[src/rtl/lifo_pkg.sv]
// Shared types and constants for the LIFO arbiter.
package lifo_pkg;

  typedef enum logic [2:0] {
    IDLE = 3'd0,
    PUSH = 3'd1,
    POP  = 3'd2,
    WAIT = 3'd3,
    RESP = 3'd4
  } state_e;

  localparam logic OP_PUSH = 1'b0;
  localparam logic OP_POP  = 1'b1;

  // Holds RD_LAT-1 for RD_LAT in 1..4.
  localparam int unsigned LAT_CNT_W = 2;

endpackage

[src/rtl/lifo_arbiter_rr_pick.sv]
// Combinational round-robin select: first set request at or above ptr, wrapping.
module rr_pick #(
  parameter int unsigned NREQ  = 2,
  parameter int unsigned IDX_W = $clog2(NREQ)
) (
  input  logic [NREQ-1:0]  req,
  input  logic [IDX_W-1:0] ptr,
  output logic [NREQ-1:0]  grant_oh_c,
  output logic [IDX_W-1:0] grant_idx_c
);

  logic        found;
  int unsigned idx;

  // Scan NREQ positions starting at ptr; keep the first hit.
  always_comb begin
    grant_oh_c  = '0;
    grant_idx_c = '0;
    found       = 1'b0;
    idx         = 0;
    for (int unsigned k = 0; k < NREQ; k++) begin
      idx = (32'(ptr) + k) % NREQ;
      if (!found && req[idx]) begin
        found            = 1'b1;
        grant_oh_c[idx]  = 1'b1;
        grant_idx_c      = IDX_W'(idx);
      end
    end
  end

endmodule

[src/rtl/lifo_arbiter.sv]
// Round-robin arbiter/sequencer sharing one LIFO stack between NREQ requesters.
module lifo_arbiter
  import lifo_pkg::*;
#(
  parameter int unsigned NREQ   = 2,
  parameter int unsigned WIDTH  = 8,
  parameter int unsigned RD_LAT = 1
) (
  input  logic                  clock,
  input  logic                  reset,
  input  logic [NREQ-1:0]       req_valid,
  input  logic [NREQ-1:0]       req_op,
  input  logic [NREQ*WIDTH-1:0] req_data,
  output logic [NREQ-1:0]       req_ready,
  output logic [NREQ-1:0]       rsp_valid,
  output logic                  rsp_err,
  output logic [WIDTH-1:0]      rsp_data,
  output logic                  lifo_wn,
  output logic                  lifo_rn,
  output logic [WIDTH-1:0]      lifo_din,
  input  logic [WIDTH-1:0]      lifo_dout,
  input  logic                  lifo_full,
  input  logic                  lifo_empty
);

  localparam int unsigned IDX_W = $clog2(NREQ);

  state_e                 state_q, state_d;
  logic [IDX_W-1:0]       rr_ptr_q, rr_ptr_d;
  logic [IDX_W-1:0]       win_q, win_d;
  logic                   op_q, op_d;
  logic [WIDTH-1:0]       data_q, data_d;
  logic                   err_q, err_d;
  logic [LAT_CNT_W-1:0]   cnt_q, cnt_d;
  logic [WIDTH-1:0]       rdata_q, rdata_d;

  logic                   lifo_wn_q, lifo_wn_d;
  logic                   lifo_rn_q, lifo_rn_d;
  logic [WIDTH-1:0]       lifo_din_q, lifo_din_d;
  logic [NREQ-1:0]        rsp_valid_q, rsp_valid_d;
  logic                   rsp_err_q, rsp_err_d;

  logic [NREQ-1:0]        pick_oh;
  logic [IDX_W-1:0]       pick_idx;

  rr_pick #(
    .NREQ  (NREQ),
    .IDX_W (IDX_W)
  ) u_rr_pick (
    .req         (req_valid),
    .ptr         (rr_ptr_q),
    .grant_oh_c  (pick_oh),
    .grant_idx_c (pick_idx)
  );

  // Next-state, transaction latches and registered-output decode.
  always_comb begin
    state_d   = state_q;
    rr_ptr_d  = rr_ptr_q;
    win_d     = win_q;
    op_d      = op_q;
    data_d    = data_q;
    err_d     = err_q;
    cnt_d     = cnt_q;
    rdata_d   = rdata_q;
    req_ready = '0;

    unique case (state_q)
      IDLE: begin
        if (|req_valid) begin
          req_ready = pick_oh;
          win_d     = pick_idx;
          op_d      = req_op[pick_idx];
          data_d    = req_data[32'(pick_idx) * WIDTH +: WIDTH];
          err_d     = (req_op[pick_idx] == OP_POP) ? lifo_empty : lifo_full;
          rdata_d   = '0;
          if (err_d) begin
            state_d = RESP;
          end else if (op_d == OP_POP) begin
            state_d = POP;
          end else begin
            state_d = PUSH;
          end
        end
      end
      PUSH: begin
        state_d = RESP;
      end
      POP: begin
        cnt_d   = LAT_CNT_W'(RD_LAT - 1);
        state_d = WAIT;
      end
      WAIT: begin
        if (cnt_q == '0) begin
          rdata_d = lifo_dout;
          state_d = RESP;
        end else begin
          cnt_d = cnt_q - 1'b1;
        end
      end
      RESP: begin
        rr_ptr_d = IDX_W'((32'(win_q) + 1) % NREQ);
        state_d  = IDLE;
      end
      default: begin
        state_d = IDLE;
      end
    endcase

    // Outputs are registered copies of the decode of the next state.
    lifo_wn_d   = (state_d == PUSH);
    lifo_din_d  = lifo_wn_d ? data_d : '0;
    lifo_rn_d   = (state_d == POP);
    rsp_valid_d = (state_d == RESP) ? (NREQ'(1) << win_d) : '0;
    rsp_err_d   = (state_d == RESP) && err_d;
  end

  // State and output registers; reset abandons any transaction in flight.
  always_ff @(posedge clock or negedge reset) begin
    if (!reset) begin
      state_q     <= IDLE;
      rr_ptr_q    <= '0;
      win_q       <= '0;
      op_q        <= OP_PUSH;
      data_q      <= '0;
      err_q       <= 1'b0;
      cnt_q       <= '0;
      rdata_q     <= '0;
      lifo_wn_q   <= 1'b0;
      lifo_rn_q   <= 1'b0;
      lifo_din_q  <= '0;
      rsp_valid_q <= '0;
      rsp_err_q   <= 1'b0;
    end else begin
      state_q     <= state_d;
      rr_ptr_q    <= rr_ptr_d;
      win_q       <= win_d;
      op_q        <= op_d;
      data_q      <= data_d;
      err_q       <= err_d;
      cnt_q       <= cnt_d;
      rdata_q     <= rdata_d;
      lifo_wn_q   <= lifo_wn_d;
      lifo_rn_q   <= lifo_rn_d;
      lifo_din_q  <= lifo_din_d;
      rsp_valid_q <= rsp_valid_d;
      rsp_err_q   <= rsp_err_d;
    end
  end

  assign lifo_wn   = lifo_wn_q;
  assign lifo_rn   = lifo_rn_q;
  assign lifo_din  = lifo_din_q;
  assign rsp_valid = rsp_valid_q;
  assign rsp_err   = rsp_err_q;
  assign rsp_data  = rdata_q;

endmodule

[config.mk]
export PLATFORM = sky130hd
export DESIGN_NAME = lifo_arbiter
export DESIGN_NICKNAME = d
export VERILOG_FILES = /design/src/rtl/lifo_pkg.sv /design/src/rtl/lifo_arbiter_rr_pick.sv /design/src/rtl/lifo_arbiter.sv
export SDC_FILE = /design/constraint.sdc
export NUM_CORES = 1
export LEC_CHECK = 0
export BUFFER_PORTS_ARGS = -buffer_cell sky130_fd_sc_hd__buf_2
export CORE_UTILIZATION = 27
export CTS_BUF_LIST = sky130_fd_sc_hd__clkbuf_8 sky130_fd_sc_hd__clkbuf_16
export CTS_CLUSTER_DIAMETER = 40
export DETAILED_ROUTE_END_ITERATION = 8
export GPL_TIMING_DRIVEN = 0
export PLACE_DENSITY = 0.52
export SLEW_MARGIN = 30
export SYNTH_ARGS = -nofsm -noshare
export SYNTH_HDL_FRONTEND = slang
export SYNTH_SLANG_ARGS = --single-unit
[constraint.sdc]
create_clock -name clock -period 2.8 [get_ports clock]
set_input_delay 0.56 -clock clock [delete_from_list [all_inputs] [get_ports clock]]
set_output_delay 0.56 -clock clock [all_outputs]
set_load 0.05 [all_outputs]
==> results of run 1 <==
==> flip-flops by register name, summed over array words and instances (netlist names) <==
| signal | count |
|---|---|
| cnt_q | 2 |
| err_q | 1 |
| lifo_din | 8 |
| lifo_rn | 1 |
| lifo_wn | 1 |
| rr_ptr_q | 1 |
| rsp_data | 8 |
| rsp_err | 1 |
| rsp_valid | 2 |
| state_q | 3 |
| win_q | 1 |
==> logic make-up after synthesis <==
kind of cell	Yosys count	synth area share (%)
flops	29	50.57
compound gates	18	10.03
mux	17	12.64
fa+ha+maj	1	0.8717
buf+inv	12	4.359
simple gates	41	21.54
==> layout by cell type (no fill, tap or decap), types with 2 or more instances in the layout <==
| cell | netlist | routed |
|---|---|---|
| dfrtp_1 | 29 | 29 |
| buf_6 | 2 | 2 |
| nor2b_1 | 3 | 3 |
| a21oi_1 | 5 | 5 |
| and3_1 | 10 | 10 |
| clkbuf_1 | 4 | 4 |
| buf_2 | 2 | 55 |
| nor3_1 | 4 | 4 |
| clkbuf_8 | 0 | 7 |
| mux2i_1 | 8 | 8 |
| o22ai_1 | 2 | 2 |
| nor4_2 | 8 | 8 |
| mux2_1 | 4 | 4 |
| nand2_1 | 4 | 4 |
| inv_1 | 4 | 4 |
| nor2_1 | 4 | 4 |
| mux2_2 | 5 | 5 |
==> cell type report <==
class,instances,area (sq um),share of cell area [%]
Sequential cell,29,725.7,38.41
Multi-Input combinational cell,77,646.9,34.24
Timing Repair Buffer,53,265.3,14.04
Clock buffer,7,96.34,5.099
Tap cell,70,87.58,4.636
Buffer,8,47.55,2.517
Inverter,4,15.01,0.7947
Clock inverter,1,5.005,0.2649
==> layer usage <==
| layer | vias to the layer above | share of wire (%) |
|---|---|---|
| met5 | - | 0 |
| met4 | 0 | 0.92 |
| met3 | 4 | 9.6 |
| met2 | 50 | 47 |
| met1 | 541 | 42 |
| li1 | 552 | - |
==> cell usage after synthesis (all sizes together) <==
master   n  area share [%]
clkbuf   4             1.0
a21oi    5             1.7
nand2b   2             1.4
a21o     1            0.52
nand2    5             1.5
a41oi    1            0.61
and3    11             5.1
nor2     4             1.0
mux2     9             7.1
ha       1            0.87
a221o    1            0.70
o21ai    2             1.5
buf      4             2.3
a31oi    1            0.44
mux2i    8             5.6
or2      2             1.0
nor3     5             2.5
dfrtp   29              51
a22o     1            0.61
nor2b    3             1.3
inv      4             1.0
or3b     1            0.61
o22ai    2            0.87
a21boi   1            0.52
nor4     8             7.0
o31ai    2             1.4
o311ai   1             1.1
==> report_power, final <==
part	internal, mW	switching [mW]	leakage, nW
clock network	0.222	0.156	0.0542
registers	0.505	0.0571	0.389
logic	0.246	0.504	0.552
total	0.973	0.717	0.995
==> critical path, cell delays in order (launching register included) <==
cell and delay (ns):
dfrtp_1 0.45, nor3_4 0.30, and3_1 0.21, buf_2 0.26
==> path summary, 6_finish.rpt <==
kind | from | to | slack, ns | cells past startpoint
max in group asynchronous | reset | cnt_q[0] | 2.08 | 1
min reg2reg | win_q | rr_ptr_q | 0.46 | 1
max | state_q[0] | req_ready[1] | 0.74 | 3
min | reset | rsp_err | 0.30 | 1
min in group clock | win_q | rr_ptr_q | 0.46 | 1
max reg2reg | cnt_q[0] | rsp_data[6] | 1.12 | 5
==> metrics.md, run 1 <==
| Metric | Value |
|---|---|
| Setup bufs post-CTS | `0` |
| DP HPWL | `2.491 mm` |
| Height of the die | `74.91 um` |
| Power Dens Cells | `894.4 nW/um^2` |
| WL/cell | `13.10 um` |
| CTS H-tree depth | `2` |
| Hold Fails Final Rpt | `0` |
| Final setup viols | `0` |
| Worst Path Arrival | `1.50 ns` |
| Filler cells | `535` |
| Fmax | `486.1 MHz` |
| Worst Skew | `0.005864 ns` |
| Most used routing layer | `met2` |
| Grt met3 use | `5.756%` |
| Antenna violations before repair | `0` |
| Ports | `55` |
| Synthesized Nets | `151` |
| Post-route design area | `1889 sq um` |
| Hold Crit Class | `in2async` |
| Die footprint | `5611 sq um` |
| DIE WIDTH | `74.91 um` |
| Met2 Use GR | `22.32%` |
| CTS max path bufs | `2` |
| Critical path endpoint category | `output port` |
| Final period utilization | `73.47%` |
| 1st-iter DRT viols | `41` |
| #FFs+latches synth | `29` |
| Final Routed Wirelength | `3.263 mm` |
| Crit start category | `register` |
| Non-Filler Instances | `249` |
| GP Congestion | `0.7333` |
| Grt total ovfl | `0` |
| Placed instance area | `1788 sq um` |
| Dpl ws | `0.9350 ns` |
| Utilization after layout | `36.99%` |
| Critical path class | `reg2out` |
| Clk sinks | `29` |
| Final Net Count | `211` |
| Vias | `1,147` |
| First-pass GRT wire length | `5.257 mm` |
| Critical Path RT | `2.24 ns` |
| Total CTS buffers | `5` |
| GR Util met1 | `14.15%` |
| Status | `completed` |
| Vias in the first global route | `1,169` |
| Post-route minimum period | `2.057 ns` |
| DRT Pass-1 Iters | `4` |
| Initial core utilization | `28.10%` |
| Core area | `5107 sq um` |
| Slew Limit Headroom | `52.99%` |
| Worst Tran Pin Value | `0.7052 ns` |
| Placed cell count | `241` |
| Setup TNS | `0 ns` |
| Area grow syn2layout | `31.65%` |
| LEAKAGE | `0.9952 nW` |
| Antenna Nets Post-Route | `0` |
| Worst skew pair latency | `0.28 ns` |
| Residual DRC count | `0` |
| Fin worst setup slack | `0.7429 ns` |
| CTS tree | `done` |
| Row count | `26` |
| CTS Hold Bufs | `0` |
| Synthesized cell area | `1435 sq um` |
| Post-cts sizing count | `0` |
| Fin Hold WS | `0.3015 ns` |
| Root buffer cell | `clkbuf_8` |
| Maximum vdd drop | `0.3100 mV` |
| Average cell area after synthesis | `12.16 sq um` |
| Crit Path Max Fanout | `5` |
| Synth cell types | `36` |
| I/O Buffers | `53` |
| Mapped Cells | `118` |
| Clock transition at the registers of the reported paths | `0.06 ns` |
| Ys Warns | `0` |
| Global Route Usage Sum | `12.85%` |
| Share of layout cells above drive strength 1 | `48.04%` |
| Diode count | `0` |
| Max-slew violations | `0` |
| Max Cap Viol | `0` |
| Vias/cell | `4.606` |
| Pin count of the biggest net entering global routing | `30` |
| Share of the yosys chip area belonging to registers | `50.57%` |
| RSZ-0062 raised after global routing | `false` |
| Final Total Pwr | `1.690 mW` |
Note: power is estimated with default switching activity, not from simulation.
==> run 2: changes to the inputs <==
--- a/config.mk
+++ b/config.mk
@@ -11,7 +11,7 @@
 export CTS_CLUSTER_DIAMETER = 40
 export DETAILED_ROUTE_END_ITERATION = 8
 export GPL_TIMING_DRIVEN = 0
-export PLACE_DENSITY = 0.52
+export PLACE_DENSITY = 0.54
 export SLEW_MARGIN = 30
 export SYNTH_ARGS = -nofsm -noshare
 export SYNTH_HDL_FRONTEND = slang
==> constraint.sdc (replaced) <==
create_clock -name clock -period 1.8 [get_ports clock]
set_input_delay 0.36 -clock clock [delete_from_list [all_inputs] [get_ports clock]]
set_output_delay 0.36 -clock clock [all_outputs]
set_load 0.05 [all_outputs]
==> run 2 against run 1 <==
Compared with the run above: hold slack worse by 0.19 ns; clock power is 34% higher; global-route usage is 0.63 points lower; cell count is 0.40% higher; total power is 54% higher; via count is 2.4% lower; register-to-register slack worse by 0.98 ns; highest routed layer unchanged.
==> metrics.md, run 2 (same netlist as run 1, synthesis figures left out) <==
| Metric | Value |
|---|---|
| Antenna violations before repair | `0 (unchanged)` |
| DIE WIDTH | `74.91 um (unchanged)` |
| Residual DRC count | `0 (unchanged)` |
| DP HPWL | `2.246 mm (-9.8%)` |
| Worst Tran Pin Value | `0.6656 ns (-0.03962 ns)` |
| Crit-path slowest cell | `dfrtp_2` |
| Die footprint | `5611 sq um (unchanged)` |
| Max-slew violations | `0 (unchanged)` |
| CTS H-tree depth | `2 (unchanged)` |
| Crit-path cells | `nor3_4, and3_4, buf_6` |
| Hold Fails Final Rpt | `0 (unchanged)` |
| Crit start category | `register` |
| Maximum vdd drop | `0.4144 mV (+34%)` |
| Final Net Count | `212 (+0.47%)` |
| Buf/Inv on CP | `1 (unchanged)` |
| Post-route minimum period | `1.731 ns` |
| Setup TNS | `0 ns (unchanged)` |
| CTS max path bufs | `2 (unchanged)` |
| Height of the die | `74.91 um (unchanged)` |
| Max Cap Viol | `0 (unchanged)` |
| Final setup viols | `0 (unchanged)` |
| Worst Skew | `0.004878 ns (-0.0009862 ns)` |
| Initial core utilization | `28.10% (unchanged)` |
| Delay of the slowest critical-path stage | `0.44 ns (about the same)` |
| Vias in the first global route | `1,071 (-8.4%)` |
| Critical path class | `reg2out` |
| LEAKAGE | `0.9926 nW (-0.26%)` |
| Core area | `5107 sq um (unchanged)` |
| Worst skew pair latency | `0.28 ns (about the same)` |
| Diode count | `0 (unchanged)` |
| Utilization after layout | `37.09% (+0.098 points)` |
| Placed instance area | `1788 sq um (unchanged)` |
| Share of layout cells above drive strength 1 | `49.44% (+1.4 points)` |
| Most common cell after layout, fill and taps aside | `buf_2` |
| Row count | `26 (unchanged)` |
| Worst Reg-to-Reg Cells | `5 (unchanged)` |
| Clk sinks | `29 (unchanged)` |
| 1st-iter DRT viols | `24 (-41%)` |
| Ports | `55 (unchanged)` |
| Power Dens Cells | `1375 nW/um^2 (+54%)` |
| WL/cell | `12.38 um (-5.5%)` |
| Most frequent cells in the layout | `53 x buf_2, 27 x dfrtp_1, 9 x and3_1, 8 x mux2i_1, 8 x nor4_2` |
| Critical Path RT | `1.44 ns (-0.80 ns)` |
| Fin worst setup slack | `0.06865 ns (-0.6743 ns)` |
| Hold Crit Class | `in2async` |
| Vias | `1,119 (-2.4%)` |
| First-pass GRT wire length | `4.933 mm (-6.2%)` |
| Area grow syn2layout | `32.00%` |
| Total CTS buffers | `5 (unchanged)` |
| Status | `completed` |
| Clock transition at the registers of the reported paths | `0.06 ns (about the same)` |
| Fmax | `577.6 MHz` |
| Dpl ws | `0.1279 ns (-0.8071 ns)` |
| I/O Buffers | `53 (unchanged)` |
| Slew Limit Headroom | `55.63% (+2.6 points)` |
| GP Congestion | `0.6857 (-6.5%)` |
| Antenna Nets Post-Route | `0 (unchanged)` |
| CTS Hold Bufs | `0 (unchanged)` |
| Grt total ovfl | `0 (unchanged)` |
| Crit Path Max Fanout | `5 (unchanged)` |
| Number of cells on the critical path | `3 (unchanged)` |
| Cell family with most CP delay | `simple AND/OR/NAND/NOR gates` |
| Final Routed Wirelength | `3.096 mm (-5.1%)` |
| Pin count of the biggest net entering global routing | `30 (unchanged)` |
| Root buffer cell | `clkbuf_8` |
| Final period utilization | `96.19%` |
| DRT Pass-1 Iters | `4 (unchanged)` |
| Critical path endpoint category | `output port` |
| Worst Path Arrival | `1.37 ns (-0.13 ns)` |
| Post-route design area | `1894 sq um (+0.27%)` |
| Global Route Usage Sum | `12.22% (-0.63 points)` |
| CTS tree | `done` |
| Fin Hold WS | `0.1096 ns (-0.1919 ns)` |
| Vias/cell | `4.476 (-2.8%)` |
==> run 2: cell count changes in the layout (fill, tap and decap cells not counted), sizes merged <==
| cell | before | now |
|---|---|---|
| inv | 4 | 5 |
| buf | 57 | 58 |
| clkinv | 1 | 2 |
| clkbuf | 11 | 9 |
==> run 2: final cells by class <==
cell class | instances | area (sq um)
sequential | 29 | 728.2
multi-input combinational | 77 | 651.9
inverter | 4 | 15.01
fill | 540 | 3213
clock buffer | 5 | 68.82
buffer | 8 | 47.55
timing repair buffer | 54 | 281.5
clock inverter | 3 | 13.76
tap | 70 | 87.58
==> run 2: path summary, 6_finish.rpt <==
path	startpoint	to	slack, ns
min in group clock	lifo_empty	lifo_rn	0.31
worst min-delay path	reset	rsp_err	0.11
max in group asynchronous	reset	state_q[2]	1.22
worst max register to register	cnt_q[0]	rsp_data[1]	0.14
worst min register to register	win_q	rr_ptr_q	0.48
worst max-delay path	state_q[1]	req_ready[1]	0.07
==> run 2: metrics by stage <==
stage,power [mW],instances
2_1_floorplan,1.782,118
3_3_place_gp,2.055,241
3_5_place_dp,2.064,241
4_1_cts,2.613,249
5_1_grt,2.767,250
6_report,2.604,250
==> run 2: worst register-to-register path: stages, from the launching register on <==
cell	delay, ns
dfrtp_1	0.39
inv_1	0.08
ha_1	0.24
nand2_1	0.15
o21ai_4	0.33
mux2_2	0.38
==> run 2: where the power goes <==
part | internal, mW | switching [mW]
Combinational | 0.428 | 0.787
Sequential | 0.790 | 0.0923
Clock | 0.261 | 0.246
Total | 1.48 | 1.12
==> run 2: timing repair <==
action / CTS / global route
gates resized for setup: 4 / 2
setup buffers: 0 / 1
hold endpoints to repair: 0 / 0
pin swaps: 1 / 1
endpoints found under the setup margin: 2 / 2
gates cloned: 0 / 0
==> run 2: layer usage <==
| layer | track usage [%] | part of all wire (%) |
|---|---|---|
| met1 | 15.64 | 46 |
| met2 | 19.32 | 47 |
| met5 | 0 | 0 |
| met4 | 5.031 | 0.87 |
| met3 | 3.614 | 6.2 |
